--- src/rtl/basic_block.sv ---
// ============================================================================
// Module      : basic_block
// Description : Regex-engine thread step. Accepts one thread PC, fetches its
//               instruction word, decodes it against the current character
//               and emits zero, one or two spawned-thread PCs.
// Options     : BASIC_BLOCK_EXTENDED_OPS_EN enables MATCH_ANY and NOT_MATCH.
// Revision    : 1.0 - initial release
// ============================================================================
`default_nettype none

module basic_block #(
  parameter int PC_WIDTH          = 8,
  parameter int CHARACTER_WIDTH   = 8,
  parameter int MEMORY_WIDTH      = 16,
  parameter int MEMORY_ADDR_WIDTH = 11
) (
  input  logic                         clk,
  input  logic                         reset,
  input  logic [CHARACTER_WIDTH-1:0]   current_character,
  input  logic                         input_pc_valid,
  input  logic [PC_WIDTH-1:0]          input_pc,
  output logic                         input_pc_ready,
  output logic                         memory_valid,
  output logic [MEMORY_ADDR_WIDTH-1:0] memory_addr,
  input  logic                         memory_ready,
  input  logic [MEMORY_WIDTH-1:0]      memory_data,
  output logic                         output_pc_valid,
  output logic [PC_WIDTH-1:0]          output_pc,
  input  logic                         output_pc_ready,
  output logic                         output_pc_is_directed_to_current,
  output logic                         accepts
);

  // Instruction set shared with the program compiler.
  localparam logic [7:0] OP_ACCEPT    = 8'h00;
  localparam logic [7:0] OP_SPLIT     = 8'h01;
  localparam logic [7:0] OP_MATCH     = 8'h02;
  localparam logic [7:0] OP_JMP       = 8'h03;
  localparam logic [7:0] OP_MATCH_ANY = 8'h04;
  localparam logic [7:0] OP_NOT_MATCH = 8'h05;

  typedef enum logic [2:0] {
    IDLE      = 3'd0,
    FETCH     = 3'd1,
    WAIT_DATA = 3'd2,
    OUT1      = 3'd3,
    OUT2      = 3'd4
  } state_t;

  state_t state, state_next;

  logic [PC_WIDTH-1:0] pc_reg;
  logic [PC_WIDTH-1:0] second_pc;
  logic                has_second;

  logic [7:0]          opcode;
  logic [7:0]          operand;
  logic [PC_WIDTH-1:0] pc_plus_one;
  logic [PC_WIDTH-1:0] pc_plus_operand;
  logic                char_is_zero;
  logic                char_eq_operand;
  logic                dec_emit;
  logic                dec_second;
  logic                dec_dir;
  logic                dec_accept;
  logic [PC_WIDTH-1:0] dec_pc1;

  // Instruction decode; only meaningful in WAIT_DATA when memory_data is valid.
  always_comb begin
    opcode          = memory_data[15:8];
    operand         = memory_data[7:0];
    pc_plus_one     = pc_reg + PC_WIDTH'(1);
    pc_plus_operand = pc_reg + PC_WIDTH'(operand);
    char_is_zero    = (current_character == '0);
    char_eq_operand = (current_character == CHARACTER_WIDTH'(operand));
    dec_emit        = 1'b0;
    dec_second      = 1'b0;
    dec_dir         = 1'b0;
    dec_accept      = 1'b0;
    dec_pc1         = pc_plus_one;
    case (opcode)
      OP_ACCEPT: dec_accept = char_is_zero;
      OP_SPLIT: begin
        dec_emit   = 1'b1;
        dec_second = 1'b1;
        dec_dir    = 1'b1;
      end
      OP_MATCH:  dec_emit = char_eq_operand;
      OP_JMP: begin
        dec_emit = 1'b1;
        dec_dir  = 1'b1;
        dec_pc1  = pc_plus_operand;
      end
`ifdef BASIC_BLOCK_EXTENDED_OPS_EN
      OP_MATCH_ANY: dec_emit = !char_is_zero;
      OP_NOT_MATCH: dec_emit = !char_eq_operand && !char_is_zero;
`else
      OP_MATCH_ANY: dec_emit = 1'b0;
      OP_NOT_MATCH: dec_emit = 1'b0;
`endif
      default:   dec_emit = 1'b0;
    endcase
  end

  // State register; reset abandons any thread in flight.
  always_ff @(posedge clk or posedge reset) begin
    if (reset) begin
      state <= IDLE;
    end else begin
      state <= state_next;
    end
  end

  // Next-state logic and state-decoded handshake outputs.
  always_comb begin
    state_next      = state;
    input_pc_ready  = 1'b0;
    memory_valid    = 1'b0;
    output_pc_valid = 1'b0;
    case (state)
      IDLE: begin
        input_pc_ready = 1'b1;
        if (input_pc_valid) state_next = FETCH;
      end
      FETCH: begin
        memory_valid = 1'b1;
        if (memory_ready) state_next = WAIT_DATA;
      end
      WAIT_DATA: begin
        state_next = dec_emit ? OUT1 : IDLE;
      end
      OUT1: begin
        output_pc_valid = 1'b1;
        if (output_pc_ready) state_next = has_second ? OUT2 : IDLE;
      end
      OUT2: begin
        output_pc_valid = 1'b1;
        if (output_pc_ready) state_next = IDLE;
      end
      default: state_next = IDLE;
    endcase
  end

  // Datapath: PC latch, fetch address, decoded output PCs and accept pulse.
  always_ff @(posedge clk or posedge reset) begin
    if (reset) begin
      pc_reg                           <= '0;
      memory_addr                      <= '0;
      output_pc                        <= '0;
      second_pc                        <= '0;
      has_second                       <= 1'b0;
      output_pc_is_directed_to_current <= 1'b0;
      accepts                          <= 1'b0;
    end else begin
      accepts <= (state == WAIT_DATA) && dec_accept;
      if (state == IDLE && input_pc_valid) begin
        pc_reg      <= input_pc;
        memory_addr <= MEMORY_ADDR_WIDTH'(input_pc);
      end
      if (state == WAIT_DATA) begin
        output_pc                        <= dec_pc1;
        second_pc                        <= pc_plus_operand;
        has_second                       <= dec_second;
        output_pc_is_directed_to_current <= dec_dir;
      end
      if (state == OUT1 && output_pc_ready && has_second) begin
        output_pc <= second_pc;
      end
    end
  end

endmodule

`default_nettype wire

--- config.mk ---
export PLATFORM = sky130hd
export DESIGN_NAME = basic_block
export DESIGN_NICKNAME = d
export VERILOG_FILES = /design/src/rtl/basic_block.sv
export SDC_FILE = /design/constraint.sdc
export NUM_CORES = 1
export LEC_CHECK = 0
export ABC_AREA = 1
export BUFFER_PORTS_ARGS = -buffer_cell sky130_fd_sc_hd__buf_2
export CAP_MARGIN = 20
export CORE_ASPECT_RATIO = 0.75
export CORE_MARGIN = 1.5
export CORE_UTILIZATION = 50
export DETAILED_ROUTE_END_ITERATION = 12
export GPL_TIMING_DRIVEN = 0
export PLACE_DENSITY = 0.75
export SLEW_MARGIN = 30
export SYNTH_ARGS = -nofsm -noshare
export SYNTH_HDL_FRONTEND = slang
export SYNTH_SLANG_ARGS = --single-unit
--- constraint.sdc ---
create_clock -name clk -period 2 [get_ports clk]
set_input_delay 0.4 -clock clk [delete_from_list [all_inputs] [get_ports clk]]
set_output_delay 0.4 -clock clk [all_outputs]
set_load 0.01 [all_outputs]
==> results.yml <==
critical_path:
  setup.worst_path.end_class: "flop"
  required_ns: 2.17
  cp_max_fo: 6
  cp-start-kind: "flop"
  worstPathArrival_ns: 1.99
  worstSetupPathType: "flop to flop"
clock_network:
  cts_root_buffer: "clkbuf_8"
  post_cts_resized: 0
  tritoncts: "built"
  ctsHoldBuffers: 0
  clk_pin_slew_ns: 0.07
  htreeDepth: 2
  postCtsSetupRepairBufs: 0
  cts_buffer_depth: 2
  numCtsBuffers: 5
  clk_latency_ns: 0.28
  clkSinkCount: 30
timing:
  maxSlewHeadroom_pct: 58.9
  setup_violations: 0
  finalClockSkew_ns: 0.00283
  rsz0062_at_grt: "no"
  setup_tns_ns: 0
  fin_crit_sh_pct: 90.7
  worstMarginPinSlew_ns: 0.616
  fmax_mhz: 551
  fin_crit_ns: 1.81
  finalHoldViolations: 0
  setup_slack_ns: 0.186
  slew_viol_final: 0
drt:
  drc_errors: 0
  via_count: 2018
  post_drt_wl_per_cell_um: 11.0
  ant_nets: 0
  drt-initial-drc-count: 94
  routed_wl_mm: 4.80
  viasPerCell: 4.63
  dr.pass1.iters: 4
die:
  dieArea_mm2: 0.00468
  core_mm2: 0.00408
  die-height_um: 59.6
  ios: 61
  start_util_pct: 52.4
  std_cell_rows: 20
  die_w_um: 78.5
global_route:
  grt_max_degree: 31
  grt.overflow.total: 0
  antenna_found_initial: 0
  grt_pass1_wl_mm: 8.26
  grt_pass1_vias: 1816
  grt_usage_pct: 23.6
synthesis:
  synth_area_mm2: 0.00214
  synth_area_leader_cell: "dfrtp_1"
  syn_avg_cell_area_um2: 6.79
  synth_warnings: 0
  yosys-top-cells-area: "dfrtp_1 35%, nand2_1 19%, inv_1 9.5%"
  yosysUniqueCellTypes: 34
  seq_area_frac_synth_pct: 35.1
  postSynthCellCount: 315
  yosys.area.top_type_share_pct: 35.1
  ys_ff_latch: 30
cells_and_area:
  n_antenna_cell: 0
  areaGrowthSynthToFinish_pct: 22.2
  drive_gt1_share_pct: 24.1
  nNetsFinal: 427
power:
  power_density_mw_per_mm2: 1340
  p_leak_nw: 1.56
  finalPower_w: 0.00351
  vdd_drop_max_mv: 0.766
worst_hold_path:
  min_path_type: "primary input to async pin"
place:
  portBuffers: 57
  place_ws_ns: 0.103
  routabilityCongestion: 0.843
  place_hpwl_mm: 3.86
run_status:
  outcome: "finished, final reports clean"
flow_run:
  maxCapViolCount: 0
==> synth_stat cells <==
cell	n
a21o_1	1
a21oi_1	8
buf_2	3
buf_4	3
buf_6	1
clkinv_1	3
conb_1	1
dfrtp_1	30
fa_1	1
ha_1	8
inv_1	54
inv_2	5
mux2_2	2
mux2_4	2
nand2_1	109
nand2_2	3
nand3_1	26
nand3_2	1
nand3b_1	4
nand4_1	4
nor2_1	18
nor2_2	3
nor2_4	1
nor3_1	2
nor3_4	1
nor4_1	1
o211ai_1	1
o21a_1	1
o21ai_0	8
o21ai_1	1
o22ai_1	3
or2_2	1
xnor2_1	3
xor2_1	2
==> final cells by class <==
cell class	count	area [um2]
clock inverter	1	30.0
fill	386	1470
timing repair buffer	57	285
clock buffer	6	82.6
inverter	62	233
buffer	7	48.8
tap	55	68.8
sequential	30	752
multi-input combinational	218	1110
==> final timing paths <==
check                                                              from                                           end  slack [ns]  cells past startpoint
max                                          memory_addr[0]$_DFFE_PP0P_                      output_pc[6]$_DFFE_PP0P_        0.19                     11
min                                                               reset                      output_pc[6]$_DFFE_PP0P_        0.19                      2
max reg2reg                                  memory_addr[0]$_DFFE_PP0P_                      output_pc[6]$_DFFE_PP0P_        0.19                     11
min reg2reg                output_pc_is_directed_to_current$_DFFE_PP0P_  output_pc_is_directed_to_current$_DFFE_PP0P_        0.49                      2
max in group asynchronous                                         reset                    memory_addr[0]$_DFFE_PP0P_        1.37                      2
min in group clk                                            input_pc[0]                    memory_addr[0]$_DFFE_PP0P_        0.34                      2
==> metrics by stage <==
stage / utilization [%] / instances / area (um2) / hold WS, ns
after floorplan: - / 317 / 2150 / 0.449
after global placement: 61.3 / 429 / 2500 / 0.464
after detailed placement: 61.3 / 429 / 2500 / 0.473
after CTS: 64.0 / 436 / 2610 / 0.209
after global routing: 64.1 / 436 / 2610 / 0.249
final: 64.1 / 436 / 2610 / 0.192
==> sequential cells by signal, summed over array words and instances, names as in the netlist <==
register                          flops
output_pc_is_directed_to_current      1
state                                 3
output_pc                             8
accepts                               1
has_second                            1
second_pc                             8
memory_addr                           8
==> power by group <==
| group | leakage, nW | total (W) | switching, W | internal (W) |
|---|---|---|---|---|
| clock | 0.0573 | 0.000632 | 0.000234 | 0.000398 |
| combinational | 1.14 | 0.00178 | 0.00103 | 0.000744 |
| sequential | 0.366 | 0.00110 | 0.000229 | 0.000871 |
| total | 1.56 | 0.00351 | 0.00150 | 0.00201 |
==> layer usage <==
metal | wire (um) | global-route usage (%)
met3 | 238 | 5.08
met5 | 0 | 0
met1 | 2530 | 33.8
met2 | 1970 | 35.1
met4 | 64 | 8.67
==> placed cells by master, fill, tap and decap left out, types with 4 or more instances in the layout <==
cell type / count
nand2_1: 109
inv_2: 6
nand3b_1: 4
nand3_1: 26
clkbuf_8: 6
buf_2: 60
dfrtp_1: 29
ha_1: 8
inv_1: 53
nand4_1: 4
o21ai_0: 8
nor2_1: 18
a21oi_1: 8
==> kinds of logic after synthesis <==
logic type | synth area share [%]
buf+inv | 13.2
flops | 35.1
other cells | 0.175
simple gates | 35.5
mux | 2.46
xor+xnor | 2.05
compound gates | 5.91
fa+ha+maj | 5.62
==> critical path, stage by stage (launching register included) <==
cell	delay, ns
dfrtp_2	0.42
ha_1	0.19
inv_1	0.05
fa_1	0.41
inv_1	0.07
nand3_1	0.06
nand2_1	0.10
nand3_1	0.10
nand3_1	0.11
nand3_1	0.08
nand2_1	0.08
nand2_1	0.05
No activity file was read; power rests on OpenSTA's default activity.
